[config.mk]
export PLATFORM = sky130hd
export DESIGN_NAME = vga_timing_gen
export DESIGN_NICKNAME = d
export VERILOG_FILES = /design/src/rtl/vga_timing_pkg.sv /design/src/rtl/sync_delay.sv /design/src/rtl/vga_timing_gen.sv
export SDC_FILE = /design/constraint.sdc
export NUM_CORES = 1
export LEC_CHECK = 0
export BUFFER_PORTS_ARGS = -buffer_cell sky130_fd_sc_hd__buf_2
export CORE_MARGIN = 5
export CORE_UTILIZATION = 35
export CTS_BUF_LIST = sky130_fd_sc_hd__clkbuf_8
export CTS_CLUSTER_DIAMETER = 80
export DETAILED_ROUTE_END_ITERATION = 8
export SKIP_LAST_GASP = 1
export SLEW_MARGIN = 20
export SYNTH_ARGS = -nofsm -noshare
export SYNTH_HDL_FRONTEND = slang
export SYNTH_HIERARCHICAL = 1
export SYNTH_SLANG_ARGS = --single-unit
[constraint.sdc]
create_clock -name clk -period 3.4 [get_ports clk]
set_input_delay 0.17 -clock clk [delete_from_list [all_inputs] [get_ports clk]]
set_output_delay 0.17 -clock clk [all_outputs]
set_load 0.05 [all_outputs]
[src/rtl/vga_timing_pkg.sv]
// Shared VGA timing definitions: named timing sets, polarity constants and
// the layout of the decoded sync bundle that travels through the delay line.
package vga_timing_pkg;

  // Sync polarity levels; a polarity constant is the *active* level.
  localparam logic POL_HIGH = 1'b1;
  localparam logic POL_LOW  = 1'b0;

  // Selector for the built-in timing sets.
  typedef enum logic [0:0] {
    MODE_SVGA_800X600_60 = 1'b0,
    MODE_VGA_640X480_60  = 1'b1
  } vga_mode_e;

  // One complete set of horizontal/vertical timing numbers.
  typedef struct packed {
    int unsigned h_display;
    int unsigned h_front;
    int unsigned h_sync;
    int unsigned h_back;
    int unsigned v_display;
    int unsigned v_front;
    int unsigned v_sync;
    int unsigned v_back;
    logic        h_pol;
    logic        v_pol;
    int unsigned pixel_khz;
  } vga_timing_t;

  // 800x600 at 60 Hz, 40 MHz pixel clock, positive syncs.
  localparam vga_timing_t SVGA_800X600_60 = '{
    h_display: 800, h_front: 40, h_sync: 128, h_back: 88,
    v_display: 600, v_front: 1,  v_sync: 4,   v_back: 23,
    h_pol: POL_HIGH, v_pol: POL_HIGH,
    pixel_khz: 40000
  };

  // 640x480 at 60 Hz, 25.175 MHz pixel clock, negative syncs.
  localparam vga_timing_t VGA_640X480_60 = '{
    h_display: 640, h_front: 16, h_sync: 96, h_back: 48,
    v_display: 480, v_front: 10, v_sync: 2,  v_back: 33,
    h_pol: POL_LOW, v_pol: POL_LOW,
    pixel_khz: 25175
  };

  // Look up a named timing set; unknown selectors fall back to 800x600.
  function automatic vga_timing_t timing_preset(input vga_mode_e mode);
    vga_timing_t t;
    case (mode)
      MODE_VGA_640X480_60:  t = VGA_640X480_60;
      MODE_SVGA_800X600_60: t = SVGA_800X600_60;
      default:              t = SVGA_800X600_60;
    endcase
    return t;
  endfunction

  // Timing set the generator uses when no parameters are overridden.
  localparam vga_timing_t DEFAULT_TIMING = timing_preset(MODE_SVGA_800X600_60);

  // Decoded per-position signals, delayed together as one bundle.
  typedef struct packed {
    logic hsync;
    logic vsync;
    logic de;
    logic line_start;
    logic frame_start;
  } vga_sync_t;

  localparam int SYNC_W = $bits(vga_sync_t);

endpackage

[src/rtl/sync_delay.sv]
// Enabled shift register of DEPTH stages, WIDTH bits wide, used to line up
// decoded timing signals with a downstream pixel pipeline. Every stage loads
// RST_VAL on reset so nothing stale leaks out after a reset release.
module sync_delay #(
  parameter int               DEPTH   = 1,
  parameter int               WIDTH   = 1,
  parameter logic [WIDTH-1:0] RST_VAL = '0
) (
  input  logic             clk,
  input  logic             rst,
  input  logic             en,
  input  logic [WIDTH-1:0] din,
  output logic [WIDTH-1:0] dout
);

  logic [WIDTH-1:0] stage [DEPTH];

  // Shift one stage per enabled clock; all stages clear to RST_VAL on reset.
  always_ff @(posedge clk or negedge rst) begin
    if (!rst) begin
      for (int i = 0; i < DEPTH; i++) begin
        stage[i] <= RST_VAL;
      end
    end else if (en) begin
      stage[0] <= din;
      for (int i = 1; i < DEPTH; i++) begin
        stage[i] <= stage[i-1];
      end
    end
  end

  assign dout = stage[DEPTH-1];

endmodule

[src/rtl/vga_timing_gen.sv]
// VGA raster timing generator: horizontal/vertical position counters, a
// completed-frame counter and sync/display-enable decode. The decoded signals
// are delayed by LATENCY enabled clocks; x and y are presented undelayed so a
// pixel pipeline of that depth can use them directly.
module vga_timing_gen
  import vga_timing_pkg::*;
#(
  parameter int   H_DISPLAY = DEFAULT_TIMING.h_display,
  parameter int   H_FRONT   = DEFAULT_TIMING.h_front,
  parameter int   H_SYNC    = DEFAULT_TIMING.h_sync,
  parameter int   H_BACK    = DEFAULT_TIMING.h_back,
  parameter int   V_DISPLAY = DEFAULT_TIMING.v_display,
  parameter int   V_FRONT   = DEFAULT_TIMING.v_front,
  parameter int   V_SYNC    = DEFAULT_TIMING.v_sync,
  parameter int   V_BACK    = DEFAULT_TIMING.v_back,
  parameter logic H_POL     = DEFAULT_TIMING.h_pol,
  parameter logic V_POL     = DEFAULT_TIMING.v_pol,
  parameter int   LATENCY   = 1,
  parameter int   FRAME_W   = 16,
  localparam int  H_TOTAL   = H_DISPLAY + H_FRONT + H_SYNC + H_BACK,
  localparam int  V_TOTAL   = V_DISPLAY + V_FRONT + V_SYNC + V_BACK,
  localparam int  XW        = $clog2(H_TOTAL),
  localparam int  YW        = $clog2(V_TOTAL)
) (
  input  logic               clk,
  input  logic               rst,
  input  logic               en,
  output logic [XW-1:0]      x,
  output logic [YW-1:0]      y,
  output logic               hsync,
  output logic               vsync,
  output logic               de,
  output logic               line_start,
  output logic               frame_start,
  output logic [FRAME_W-1:0] frame_cnt
);

  // Refuse to build with degenerate timing or an unsupported pipeline depth.
  if (H_DISPLAY == 0 || H_FRONT == 0 || H_SYNC == 0 || H_BACK == 0 ||
      V_DISPLAY == 0 || V_FRONT == 0 || V_SYNC == 0 || V_BACK == 0) begin : g_bad_timing
    $error("vga_timing_gen: display, porch and sync lengths must all be non-zero");
  end
  if (LATENCY < 1 || LATENCY > 16) begin : g_bad_latency
    $error("vga_timing_gen: LATENCY must lie in 1..16");
  end

  // Decode boundaries sized to the counters. Every boundary is at most
  // TOTAL-1, so it always fits in the counter width.
  localparam logic [XW-1:0] X_LAST   = XW'(H_TOTAL - 1);
  localparam logic [XW-1:0] X_VIS    = XW'(H_DISPLAY);
  localparam logic [XW-1:0] HS_START = XW'(H_DISPLAY + H_FRONT);
  localparam logic [XW-1:0] HS_END   = XW'(H_DISPLAY + H_FRONT + H_SYNC);
  localparam logic [YW-1:0] Y_LAST   = YW'(V_TOTAL - 1);
  localparam logic [YW-1:0] Y_VIS    = YW'(V_DISPLAY);
  localparam logic [YW-1:0] VS_START = YW'(V_DISPLAY + V_FRONT);
  localparam logic [YW-1:0] VS_END   = YW'(V_DISPLAY + V_FRONT + V_SYNC);

  // Bundle value meaning "nothing happening": syncs idle, no pulses.
  localparam vga_sync_t SYNC_IDLE = '{
    hsync:       ~H_POL,
    vsync:       ~V_POL,
    de:          1'b0,
    line_start:  1'b0,
    frame_start: 1'b0
  };

  vga_sync_t dec_now;
  vga_sync_t dec_dly;

  // Raster counters: x runs across the line, y steps at the end of each
  // line, and the frame counter steps when both wrap back to the origin.
  always_ff @(posedge clk or negedge rst) begin
    if (!rst) begin
      x         <= '0;
      y         <= '0;
      frame_cnt <= '0;
    end else if (en) begin
      if (x == X_LAST) begin
        x <= '0;
        if (y == Y_LAST) begin
          y         <= '0;
          frame_cnt <= frame_cnt + FRAME_W'(1);
        end else begin
          y <= y + YW'(1);
        end
      end else begin
        x <= x + XW'(1);
      end
    end
  end

  // Decode the current counter position into sync, enable and start pulses.
  always_comb begin
    dec_now             = SYNC_IDLE;
    dec_now.hsync       = ((x >= HS_START) && (x < HS_END)) ? H_POL : ~H_POL;
    dec_now.vsync       = ((y >= VS_START) && (y < VS_END)) ? V_POL : ~V_POL;
    dec_now.de          = (x < X_VIS) && (y < Y_VIS);
    dec_now.line_start  = (x == '0);
    dec_now.frame_start = (x == '0) && (y == '0);
  end

  sync_delay #(
    .DEPTH   (LATENCY),
    .WIDTH   (SYNC_W),
    .RST_VAL (SYNC_IDLE)
  ) u_sync_delay (
    .clk  (clk),
    .rst  (rst),
    .en   (en),
    .din  (dec_now),
    .dout (dec_dly)
  );

  assign hsync       = dec_dly.hsync;
  assign vsync       = dec_dly.vsync;
  assign de          = dec_dly.de;
  assign line_start  = dec_dly.line_start;
  assign frame_start = dec_dly.frame_start;

endmodule

==> Yosys cells after proc, flatten, opt, wreduce, memory -nomap -nowiden <==
Cells that the tools add are included.
{ "word_totals": {"register_bits": 42, "latchBits": 0, "ram_bits": 0, "mem_bits_ro": 0, "in_bits": 3, "output_inout_bits": 42, "word_cells": 27, "n_memories": 0} }
{ "classes": {"addsub": 3, "n_mul": 0, "div": 0, "n_lt_le_gt_ge": 6, "n_eq_ne": 2, "shift": 0, "mux": 4, "bitwise_logic": 0, "n_reduce_logical": 8} }
{ "ops": {"columns": ["op", "count"], "rows": [
  ["< comparator 11 x 10 -> 1 bit (second input constant)", 2],
  ["< comparator 10 bit (second input constant)", 2],
  ["adder 16 x 1 -> 16 bit (second input constant)", 1],
  ["adder 11 x 1 -> 11 bit (second input constant)", 1],
  ["== test 11 bit (second input constant)", 1],
  [">= comparator 11 x 10 -> 1 bit (second input constant)", 1],
  ["logical NOT 11 bit", 1],
  ["2-to-1 mux 11 bit", 1],
  ["adder 10 x 1 -> 10 bit (second input constant)", 1],
  ["== test 10 bit (second input constant)", 1],
  [">= comparator 10 bit (second input constant)", 1],
  ["logical NOT 10 bit", 1],
  ["2-to-1 mux 10 bit", 1],
  ["logical AND 1 bit", 4],
  ["AND reduction 3 bit", 1],
  ["2-to-1 mux 1 bit", 2],
  ["AND reduction 2 bit", 1]
]} }

==> Longest topological paths before layout <==
Gate-level depths: netlist of run 1.
{ "depth": {"ltp_word": 3, "depth_mapped": 7, "mapped_depth_nobuf": 6} }

==> Hierarchy <==
Netlist of run 1, hierarchy kept.
{ "by_module_without_submodules": {"columns": ["mod", "instances", "cells_each", "area_each_um2", "seq_area_each_um2"], "rows": [
  ["vga_timing_gen", 1, 202, 2004.4, 925.9],
  ["sync_delay", 1, 10, 181.4, 125.1]
]} }

==> Worst setup path after synthesis of run 1 <==
No wires, ideal clock.
{ "synth_path": {"kind": "flip-flop to flip-flop", "startpoint": "reg x[0]", "endpoint": "reg frame_cnt[1]", "setup_time_ns": 0.125, "arrival_time_ns": 1.845, "required_time_ns": 3.275, "path_slack_ns": 1.430, "stages_incl_launch_ff": 7, "path_buffers": 1, "period_less_slack_ns": 1.970, "cell_sequence": "dfrtp_1 ha_1 and4_1 and3_1 buf_2 nand2_1 mux2_2"} }
{ "synth_via": {"elab_chain_cells": 2} }
{ "synth_lines": {"columns": ["element", "line_no", "text"], "rows": [
  ["from (decl)", "vga_timing_gen.sv:28", "output logic [XW-1:0] x,"],
  ["from (signal assigned)", "vga_timing_gen.sv:87", "x <= x + XW'(1);"],
  ["== test 11 bit", "vga_timing_gen.sv:78", "if (x == X_LAST) begin"],
  ["AND reduction 3 bit (no source line)", null, null],
  ["to (signal assigned)", "vga_timing_gen.sv:82", "frame_cnt <= frame_cnt + FRAME_W'(1);"],
  ["to (decl)", "vga_timing_gen.sv:35", "output logic [FRAME_W-1:0] frame_cnt"]
]} }
No other way between the ends.
A chain may end at the register's enable or synchronous reset.

==> Worst setup path in the final report of run 1 <==
{ "layout_path": {"startpoint": "reg x[7]", "endpoint": "reg frame_cnt[1]"} }
Same word-level chain as after synthesis.

==> flow_summary_export.csv, run 1 <==
group,metric,value,unit
clocking,cts_tree,"built",
synthesis,yosysWarnings,6,
detailed_routing,vias,1731,
placement,gp_congestion,0.720,
detailed_routing,first_pass_iters,4,
detailed_routing,met1Wirelength,2350,um
detailed_routing,drc,0,
die,coreArea,0.00599,mm2
synthesis,syn_nets,221,
setup_path,path_class,"reg -> reg",
clocking,cts_max_path_buffers,2,
power,vdd_ir_drop_max,0.242,mV
setup_path,r2r_setup_slack,1.36,ns
timing,worst-slew-pin-transition,0.920,ns
timing,grt_setup_unrepaired,"no",
clocking,cts.sinks,42,
setup_path,slowest_stage,"and3_1",
global_route,grt_pass1_wl,8420,um
setup_path,worstReg2RegEnd,"frame_cnt[1]",
cells_and_area,syn_to_final_growth,17.2,%
clocking,htree_levels,2,
global_route,grtUsageTotal,13.7,%
setup_path,cp.arrival,2.23,ns
flow_run,cap_viol_max_count,0,
min_path,hp-class,"in -> async",
detailed_routing,drt_first_iter_violations,85,
placement,io_buffers,44,
synthesis,synth_area_leader_cell,"dfrtp_1",
status,status,"completed",
die,die_w,89.0,um
detailed_routing,routedWlPerCell,15.0,um
die,die_area,0.00793,mm2
cells_and_area,drive_above_1_share,23.8,%
detailed_routing,wl_met3,258,um
synthesis,yosysSeqAreaShare,48.1,%
setup_path,endpoint_kind,"register",
timing,fin_crit,2.04,ns
placement,dpl_cell_area,0.00245,mm2
synthesis,synth_cell_types,34,
setup_path,cp_cell_sequence,"nor4_4, and3_1, nand2_1, mux2_2",
clocking,cts_root_buffer,"clkbuf_8",
synthesis,synth_cells,212,
clocking,post_cts_buffers,0,
setup_path,crit_required,3.58,ns
detailed_routing,viasPerCell,5.23,
clocking,cts_buffers,5,
timing,setup_tns,0,ns
power,p_leak,1.26,nW
setup_path,cp-start-kind,"register",
placement,place_inst,323,
synthesis,ys_dominant_reg_cell,"dfrtp_1",
synthesis,ys_async_sr_fraction,100,%
detailed_routing,dr_wl_met2,2280,um
detailed_routing,drtAntennaViolNets,0,
global_route,grt_max_degree,43,
cells_and_area,fin_nets,264,
setup_path,cp_slowest_stage_delay,0.55,ns
clocking,clkLatencyLatePin,0.29,ns
timing,setup_viol,0,
setup_path,cp-startpoint,"x[7]",
detailed_routing,finalWirelength,4970,um
synthesis,syn_area,0.00219,mm2
clocking,ctsHoldBuffers,0,
timing,max_freq,0.490,GHz
cells_and_area,fin_cells,331,
detailed_routing,dr.max_layer_used,"met4",
synthesis,synth-seq-cells,42,
timing,skew,0.00317,ns
cells_and_area,fin_area,0.00256,mm2
timing,slew_viol_final,0,
cells_and_area,fin_util,42.8,%
global_route,grt_pass1_vias,1718,
die,start_util,36.5,%
timing,period_share,60.1,%
die,num_rows,28,
global_route,antenna_found_initial,0,
synthesis,yosysTopAreaCellShare,48.1,%
clocking,cts_resized,0,
timing,hold_violations,0,
die,die_y,89.0,um
synthesis,synth_enable_flop_cells,0,
die,boundaryPins,45,
global_route,grt.overflow.total,0,
cells_and_area,diodes,0,
placement,dp_hpwl,3630,um
synthesis,syn_avg_cell_area,10.3,um2
setup_path,reg2regPathDepth,4,
power,powerDensity,458,mW/mm2
clocking,clk_pin_slew,0.08,ns
setup_path,r2r_start,"x[7]",
synthesis,synth_area_leaders,"dfrtp_1, xnor2_1, xor2_1",
timing,slew_headroom,38.7,%
setup_path,crit_path_max_fanout,17,
[flip-flops by register name, summed over array words and instances (netlist names)]
signal / count
y: 10
u_sync_delay/dout: 5
frame_cnt: 16
x: 11
[stage by stage]
step	setup slack, ns	hold WS [ns]	total power [W]
after floorplan	1.43	-0.126	0.000754
after global placement	1.39	0.384	0.000814
after detailed placement	1.36	0.379	0.000815
after CTS	1.34	0.0481	0.00120
after global routing	1.16	0.0960	0.00124
final	1.36	0.00559	0.00117
[kinds of logic (layout without fill, tap and decap cells)]
logic type	count (synthesis)	in the layout	synth area share, %
AND/OR/NAND/NOR	95	95	25.2
flip-flops	42	42	48.1
XOR/XNOR	28	28	11.2
buffers and inverters	18	62	3.89
AO/OA/AOI/OAI	15	15	4.12
multiplexers	8	8	4.01
adder cells (fa/ha/maj)	6	6	3.43
[Yosys cell counts, types with 2 or more instances]
| master | number |
|---|---|
| a21oi_1 | 2 |
| a31oi_1 | 2 |
| and2_1 | 3 |
| and3_1 | 6 |
| and4_1 | 7 |
| buf_2 | 5 |
| dfrtp_1 | 42 |
| ha_1 | 6 |
| inv_1 | 10 |
| mux2_2 | 6 |
| mux2i_1 | 2 |
| nand2_1 | 10 |
| nand3_1 | 14 |
| nand4_1 | 16 |
| nor2_1 | 13 |
| nor3_1 | 11 |
| nor4_1 | 7 |
| o21ai_0 | 7 |
| or3_1 | 2 |
| xnor2_1 | 16 |
| xor2_1 | 12 |
[worst max-delay path, delay by kind of cell, from the launching register on]
| kind | cells | cell delay, ns |
|---|---|---|
| flops | 1 | 0.47 |
| mux | 1 | 0.31 |
| simple gates | 3 | 1.14 |
[layer usage]
layer	vias to the layer above	GRT usage [%]
met2	36	20.9
met3	7	3.41
met5	-	0
met4	0	5.14
li1	849	-
met1	839	18.8
[report_power, final]
group,leakage [nW],switching [W],total (W),internal (W)
Sequential,0.540,0.0000627,0.000590,0.000528
Combinational,0.661,0.000155,0.000212,0.0000560
Clock,0.0575,0.000167,0.000372,0.000205
[area by class of cell]
cell class	count	area (um2)
clock buffer	8	110
multi-input combinational	152	1050
timing repair buffer	44	220
tap	75	93.8
inverter	10	37.5
fill	599	3430
sequential	42	1050
[how the worst max path moves through the flow]
stage | slack, ns | endpoint | depth (start not counted)
after floorplan | 1.43 | frame_cnt[1] | 6
after global placement | 1.39 | frame_cnt[1] | 4
after detailed placement | 1.36 | frame_cnt[1] | 5
after CTS | 1.34 | frame_cnt[1] | 4
after global routing | 1.16 | frame_cnt[1] | 5
final | 1.36 | frame_cnt[1] | 4
[layout by cell type, fill, tap and decap left out, types with 7 or more instances in the layout]
cell type,n
and4_1,7
clkbuf_8,8
xnor2_1,16
xor2_1,12
nand3_1,14
nor4_1,7
nor3_1,11
inv_1,10
buf_2,44
nor2_1,13
o21ai_0,7
nand2_1,10
dfrtp_1,42
nand4_1,16
(Power assumes the default switching activity.)
==> run 2: changes to the inputs <==
- ABC_AREA: not set -> 1
- clock period: 3.4 -> 1.8 ns (I/O delays scaled with it)
==> run 2 against run 1 <==
Effect of this change:
- critical path depth is 4 higher
- power is 120% higher
- first-iteration DRC count grew 18%
- routed wire length rose by 35%
- flip-flop and latch count unchanged
- clock skew up 0.0097 ns
- combinational power grew to 3.1 times the previous value
- die area grew 16%
- worst hold slack improved by 0.080 ns
==> flow_summary_export.csv, run 2 <==
group,metric,value,unit
flow_run,cap_viol_max_count,0,
cells_and_area,layout_common_cells,"nand2_1, nor2_1, buf_2",
global_route,grt.overflow.total,0,
clocking,cts.sinks,42,
cells_and_area,fin_area,0.00309,mm2
detailed_routing,drt_first_iter_violations,100,
placement,dpl_cell_area,0.00294,mm2
synthesis,synth_cells,360,
global_route,grtUsageTotal,15.5,%
setup_path,cp.arrival,1.77,ns
clocking,htree_levels,2,
cells_and_area,final_common_cell,"nand2_1",
cells_and_area,fill_cells,773,
min_path,hp-class,"in -> reg",
placement,gp_congestion,0.844,
die,boundaryPins,45,
setup_path,crit_required,1.98,ns
die,num_rows,31,
cells_and_area,syn_to_final_growth,20.1,%
die,die_area,0.00916,mm2
timing,slew_headroom,61.8,%
clocking,clkLatencyLatePin,0.30,ns
timing,worst-slew-pin-transition,0.573,ns
die,die_w,95.7,um
global_route,antenna_found_initial,0,
cells_and_area,seq_area,0.00105,mm2
synthesis,synth_enable_flop_cells,0,
synthesis,yosysWarnings,6,
synthesis,synth_common_cells,"nand2_1, nor2_1, dfrtp_1",
synthesis,synth_cell_types,26,
setup_path,path_class,"reg -> reg",
clocking,cts_root_buffer,"clkbuf_8",
cells_and_area,top_regs,"frame_cnt (16), x (11), y (10)",
global_route,grt_max_degree,25,
cells_and_area,drive_above_1_share,19.2,%
cells_and_area,diodes,0,
synthesis,syn_area,0.00257,mm2
detailed_routing,vias,2464,
die,die_y,95.7,um
timing,period_share,88.0,%
synthesis,ys_dominant_reg_cell,"dfrtp_1",
setup_path,crit_path_max_fanout,6,
clocking,clk_pin_slew,0.08,ns
power,p_leak,1.64,nW
cells_and_area,largest_reg_flops,16,
global_route,grt_pass1_vias,2378,
timing,max_freq,0.631,GHz
setup_path,endpoint_kind,"register",
timing,setup_viol,0,
timing,grt_setup_unrepaired,"no",
timing,slew_viol_final,0,
placement,io_buffers,44,
setup_path,cp-start-kind,"register",
synthesis,synth-seq-cells,42,
power,powerDensity,837,mW/mm2
timing,hold_violations,0,
cells_and_area,fin_nets,426,
synthesis,synth_area_leaders,"dfrtp_1, nand2_1, nor2_1",
detailed_routing,viasPerCell,4.78,
timing,setup_tns,0,ns
placement,dp_hpwl,5070,um
cells_and_area,multi_input_area,0.00132,mm2
cells_and_area,top_register,"frame_cnt",
detailed_routing,finalWirelength,6710,um
detailed_routing,routedWlPerCell,13.0,um
synthesis,yosysTopAreaCellShare,40.9,%
clocking,cts_tree,"built",
synthesis,synth.most_common_cell,"nand2_1",
synthesis,synth_area_leader_cell,"dfrtp_1",
synthesis,syn_nets,369,
status,status,"completed",
synthesis,ys_async_sr_fraction,100,%
synthesis,syn_avg_cell_area,7.14,um2
clocking,cts_max_path_buffers,2,
detailed_routing,drc,0,
timing,fin_crit,1.58,ns
detailed_routing,first_pass_iters,5,
power,vdd_ir_drop_max,0.854,mV
timing,skew,0.0128,ns
die,coreArea,0.00721,mm2
synthesis,yosysSeqAreaShare,40.9,%
detailed_routing,drtAntennaViolNets,0,
global_route,grt_pass1_wl,11200,um
die,start_util,35.6,%
clocking,cts_buffers,5,
## run 2: repair_timing
action | CTS | global route
endpoints found under the hold margin | 22 | 0
hold buffers | 1 | 0
setup endpoints to repair | 0 | 4
gates resized for setup | 0 | 1
buffers inserted | 0 | 1
## run 2: path summary, 6_finish.rpt
check	from	end	slack (ns)	cells after the start
worst max-delay path	x[0]	frame_cnt[1]	0.22	8
worst min-delay path	en	x[1]	0.09	2
worst max register to register	x[0]	frame_cnt[1]	0.22	8
worst min register to register	u_sync_delay/dout[1]	u_sync_delay/dout[1]	0.49	2
max in group asynchronous	rst	frame_cnt[1]	0.85	3
min in group asynchronous	rst	u_sync_delay/dout[2]	0.34	2
## run 2: per-stage QoR
step                hold slack [ns]  utilization [%]  total power (W)  cells  worst slack (ns)
floorplan                    -0.206                -          0.00163    360            0.0128
global placement              0.120             40.8          0.00181    507             0.172
detailed placement            0.127             40.8          0.00182    507             0.164
CTS                          0.0794             42.5          0.00262    515             0.140
global route                  0.105             42.8          0.00272    516            0.0339
finish                       0.0856             42.8          0.00258    516             0.215
## run 2: layer usage
metal / vias up / global-route usage [%] / share of wire (%)
li1: 1262 / - / -
met5: - / 0 / 0
met4: 0 / 4.27 / 1.1
met3: 9 / 3.36 / 4.9
met1: 1126 / 20.7 / 48
met2: 67 / 25.4 / 46
## run 2: cells by family (layout without fill, tap and decap cells)
| kind of cell | count (synthesis) | after routing | synth area share [%] |
|---|---|---|---|
| AO/OA/AOI/OAI | 29 | 29 | 5.65 |
| XOR/XNOR | 13 | 13 | 4.43 |
| adder cells (fa/ha/maj) | 6 | 6 | 2.92 |
| buffers and inverters | 47 | 104 | 7.98 |
| flip-flops | 42 | 42 | 40.9 |
| AND/OR/NAND/NOR | 223 | 223 | 38.1 |
## run 2: power by group
part | switching [W] | total, W | internal [W]
registers | 0.000129 | 0.00115 | 0.00102
logic | 0.000488 | 0.000647 | 0.000159
clock network | 0.000339 | 0.000784 | 0.000445
total | 0.000956 | 0.00258 | 0.00163
## run 2: worst max-delay path: stages (launching register included)
cell and delay, ns:
dfrtp_2 0.42, ha_1 0.18, nand2_1 0.10, nor2_2 0.19
nand2_1 0.19, nor2_2 0.22, inv_1 0.08, nand2_1 0.06
nand2_1 0.05
## run 2: cell type report
| type | instances | area share, % |
|---|---|---|
| repair buffers | 56 | 10.5 |
| inverters | 41 | 4.99 |
| well taps | 99 | 4.01 |
| flip-flops and latches | 42 | 34.2 |
| multi-input cells | 271 | 42.6 |
| clock buffers | 6 | 2.68 |
| clock inverters | 1 | 0.973 |
==> run 3: changes to the inputs <==
- CORE_UTILIZATION: 35 -> 52
- PLACE_DENSITY: not set -> 0.78
==> run 3 against run 2 <==
Effect of this change:
- global-route usage rose by 4.9 points
- largest cell class unchanged
- setup slack got worse by 0.025 ns
- count of clock-buffer cells in the layout is 1 lower
- die area decreased by 30%
==> flow_summary_export.csv, run 3 (synthesis results as in run 2) <==
group,metric,value,unit
status,status,"completed",
min_path,hp-class,"in -> reg",
cells_and_area,drive_above_1_share,18.3,%
clocking,cts_buffers,5,
placement,dp_hpwl,4580,um
detailed_routing,routedWlPerCell,12.8,um
cells_and_area,layout_common_cells,"nand2_1, nor2_1, buf_2",
detailed_routing,vias,2501,
placement,io_buffers,44,
global_route,grtUsageTotal,20.5,%
cells_and_area,top_register,"frame_cnt",
cells_and_area,syn_to_final_growth,17.1,%
cells_and_area,final_common_cell,"nand2_1",
detailed_routing,drtAntennaViolNets,0,
timing,setup_tns,0,ns
global_route,grt.overflow.total,0,
cells_and_area,diodes,0,
setup_path,crit_top_cell,"nand2_1",
placement,gp_congestion,0.903,
clocking,htree_levels,2,
detailed_routing,finalWirelength,6190,um
clocking,clk_pin_slew,0.08,ns
setup_path,cp_top_family,"simple AND/OR/NAND/NOR gates",
detailed_routing,viasPerCell,5.18,
setup_path,crit_required,1.99,ns
clocking,cts_resized,0,
cells_and_area,largest_reg_flops,16,
global_route,antenna_found_initial,0,
timing,skew,0.00653,ns
die,boundaryPins,45,
detailed_routing,first_pass_iters,4,
setup_path,cp_slowest_stage_delay,0.42,ns
setup_path,path_class,"reg -> reg",
timing,holdWs,0.177,ns
flow_run,cap_viol_max_count,0,
power,powerDensity,847,mW/mm2
power,p_leak,1.63,nW
timing,setup_viol,0,
setup_path,endpoint_kind,"register",
timing,slew_headroom,51.6,%
clocking,cts_max_path_buffers,2,
die,die_y,80.3,um
cells_and_area,fin_cells,483,
clocking,clkLatencyLatePin,0.30,ns
cells_and_area,top_regs,"frame_cnt (16), x (11), y (10)",
timing,max_freq,0.621,GHz
setup_path,cp-start-kind,"register",
die,die_w,80.3,um
timing,grt_setup_unrepaired,"no",
clocking,cts_tree,"built",
setup_path,cp.arrival,1.80,ns
die,coreArea,0.00475,mm2
clocking,cts_root_buffer,"clkbuf_8",
setup_path,cp_num_buf_inv,1,
timing,slew_viol_final,0,
setup_path,crit_path_max_fanout,6,
timing,hold_violations,0,
timing,fin_crit,1.61,ns
clocking,cts.sinks,42,
die,num_rows,25,
setup_path,cp_cell_sequence,"ha_1, nand2_1, nor2_2, nand2_1, nor2_1, inv_1, nand2_1, nand2_1",
global_route,grt_max_degree,34,
timing,worst-slew-pin-transition,0.726,ns
detailed_routing,drt_first_iter_violations,214,
power,vdd_ir_drop_max,0.829,mV
placement,place_inst,472,
cells_and_area,fin_nets,424,
timing,period_share,89.4,%
die,start_util,54.1,%
setup_path,slowest_stage,"dfrtp_2",
detailed_routing,drc,0,
global_route,grt_pass1_vias,2259,
die,die_area,0.00645,mm2
global_route,grt_pass1_wl,10400,um
-- run 3: cell types whose count changed in the layout (fill, tap and decap cells not counted), sizes merged --
cell	change
inv	+2
clkbuf	-1
buf	-2
-- run 3: final timing paths --
kind,slack (ns),cells past startpoint,endpoint,startpoint
max in group asynchronous,0.83,3,frame_cnt[10],rst
setup reg to reg,0.19,8,frame_cnt[0],x[0]
min in group asynchronous,0.38,2,u_sync_delay/dout[4],rst
hold / removal,0.18,4,x[2],en
hold reg to reg,0.47,2,u_sync_delay/dout[3],u_sync_delay/dout[3]
setup / recovery,0.19,8,frame_cnt[0],x[0]
-- run 3: final cells by class --
type | count | area, um2
Fill cell | 428 | 1740
Multi-Input combinational cell | 271 | 1310
Sequential cell | 42 | 1050
Timing Repair Buffer | 54 | 298
Inverter | 41 | 154
Tap cell | 67 | 83.8
Clock buffer | 5 | 68.8
Clock inverter | 3 | 37.5
-- run 3: timing repair --
item                                    in CTS  in global routing
hold endpoints to repair                    31                  0
endpoints found under the setup margin       0                  2
hold buffers                                 1                  0
buffers inserted                             0                  2
-- run 3: stage by stage --
stage               cell area (um2)  power (W)  setup WS, ns  util [%]
floorplan                      2570    0.00163        0.0128         -
CTS                            3000    0.00256         0.151      63.0
detailed placement             2880    0.00183         0.196      60.6
global placement               2880    0.00180         0.217      60.6
finish                         3010    0.00255         0.190      63.3
global route                   3010    0.00269        0.0363      63.3
-- run 3: tightest hold or removal path, cell delays in order --
cell and delay [ns]:
buf_2 0.10, nand2_1 0.11, xor2_1 0.09, inv_1 0.05
-- run 3: power by group --
group | switching (W) | internal (W) | leakage, nW
clock network | 0.000330 | 0.000404 | 0.0607
registers | 0.000139 | 0.00102 | 0.515
logic | 0.000495 | 0.000158 | 1.06
total | 0.000964 | 0.00159 | 1.63
-- run 3: per-layer routing --
metal,track usage (%),part of all wire (%)
met1,27.9,46
met2,31.6,47
met3,4.93,6.2
met4,7.26,0.73
met5,0,0
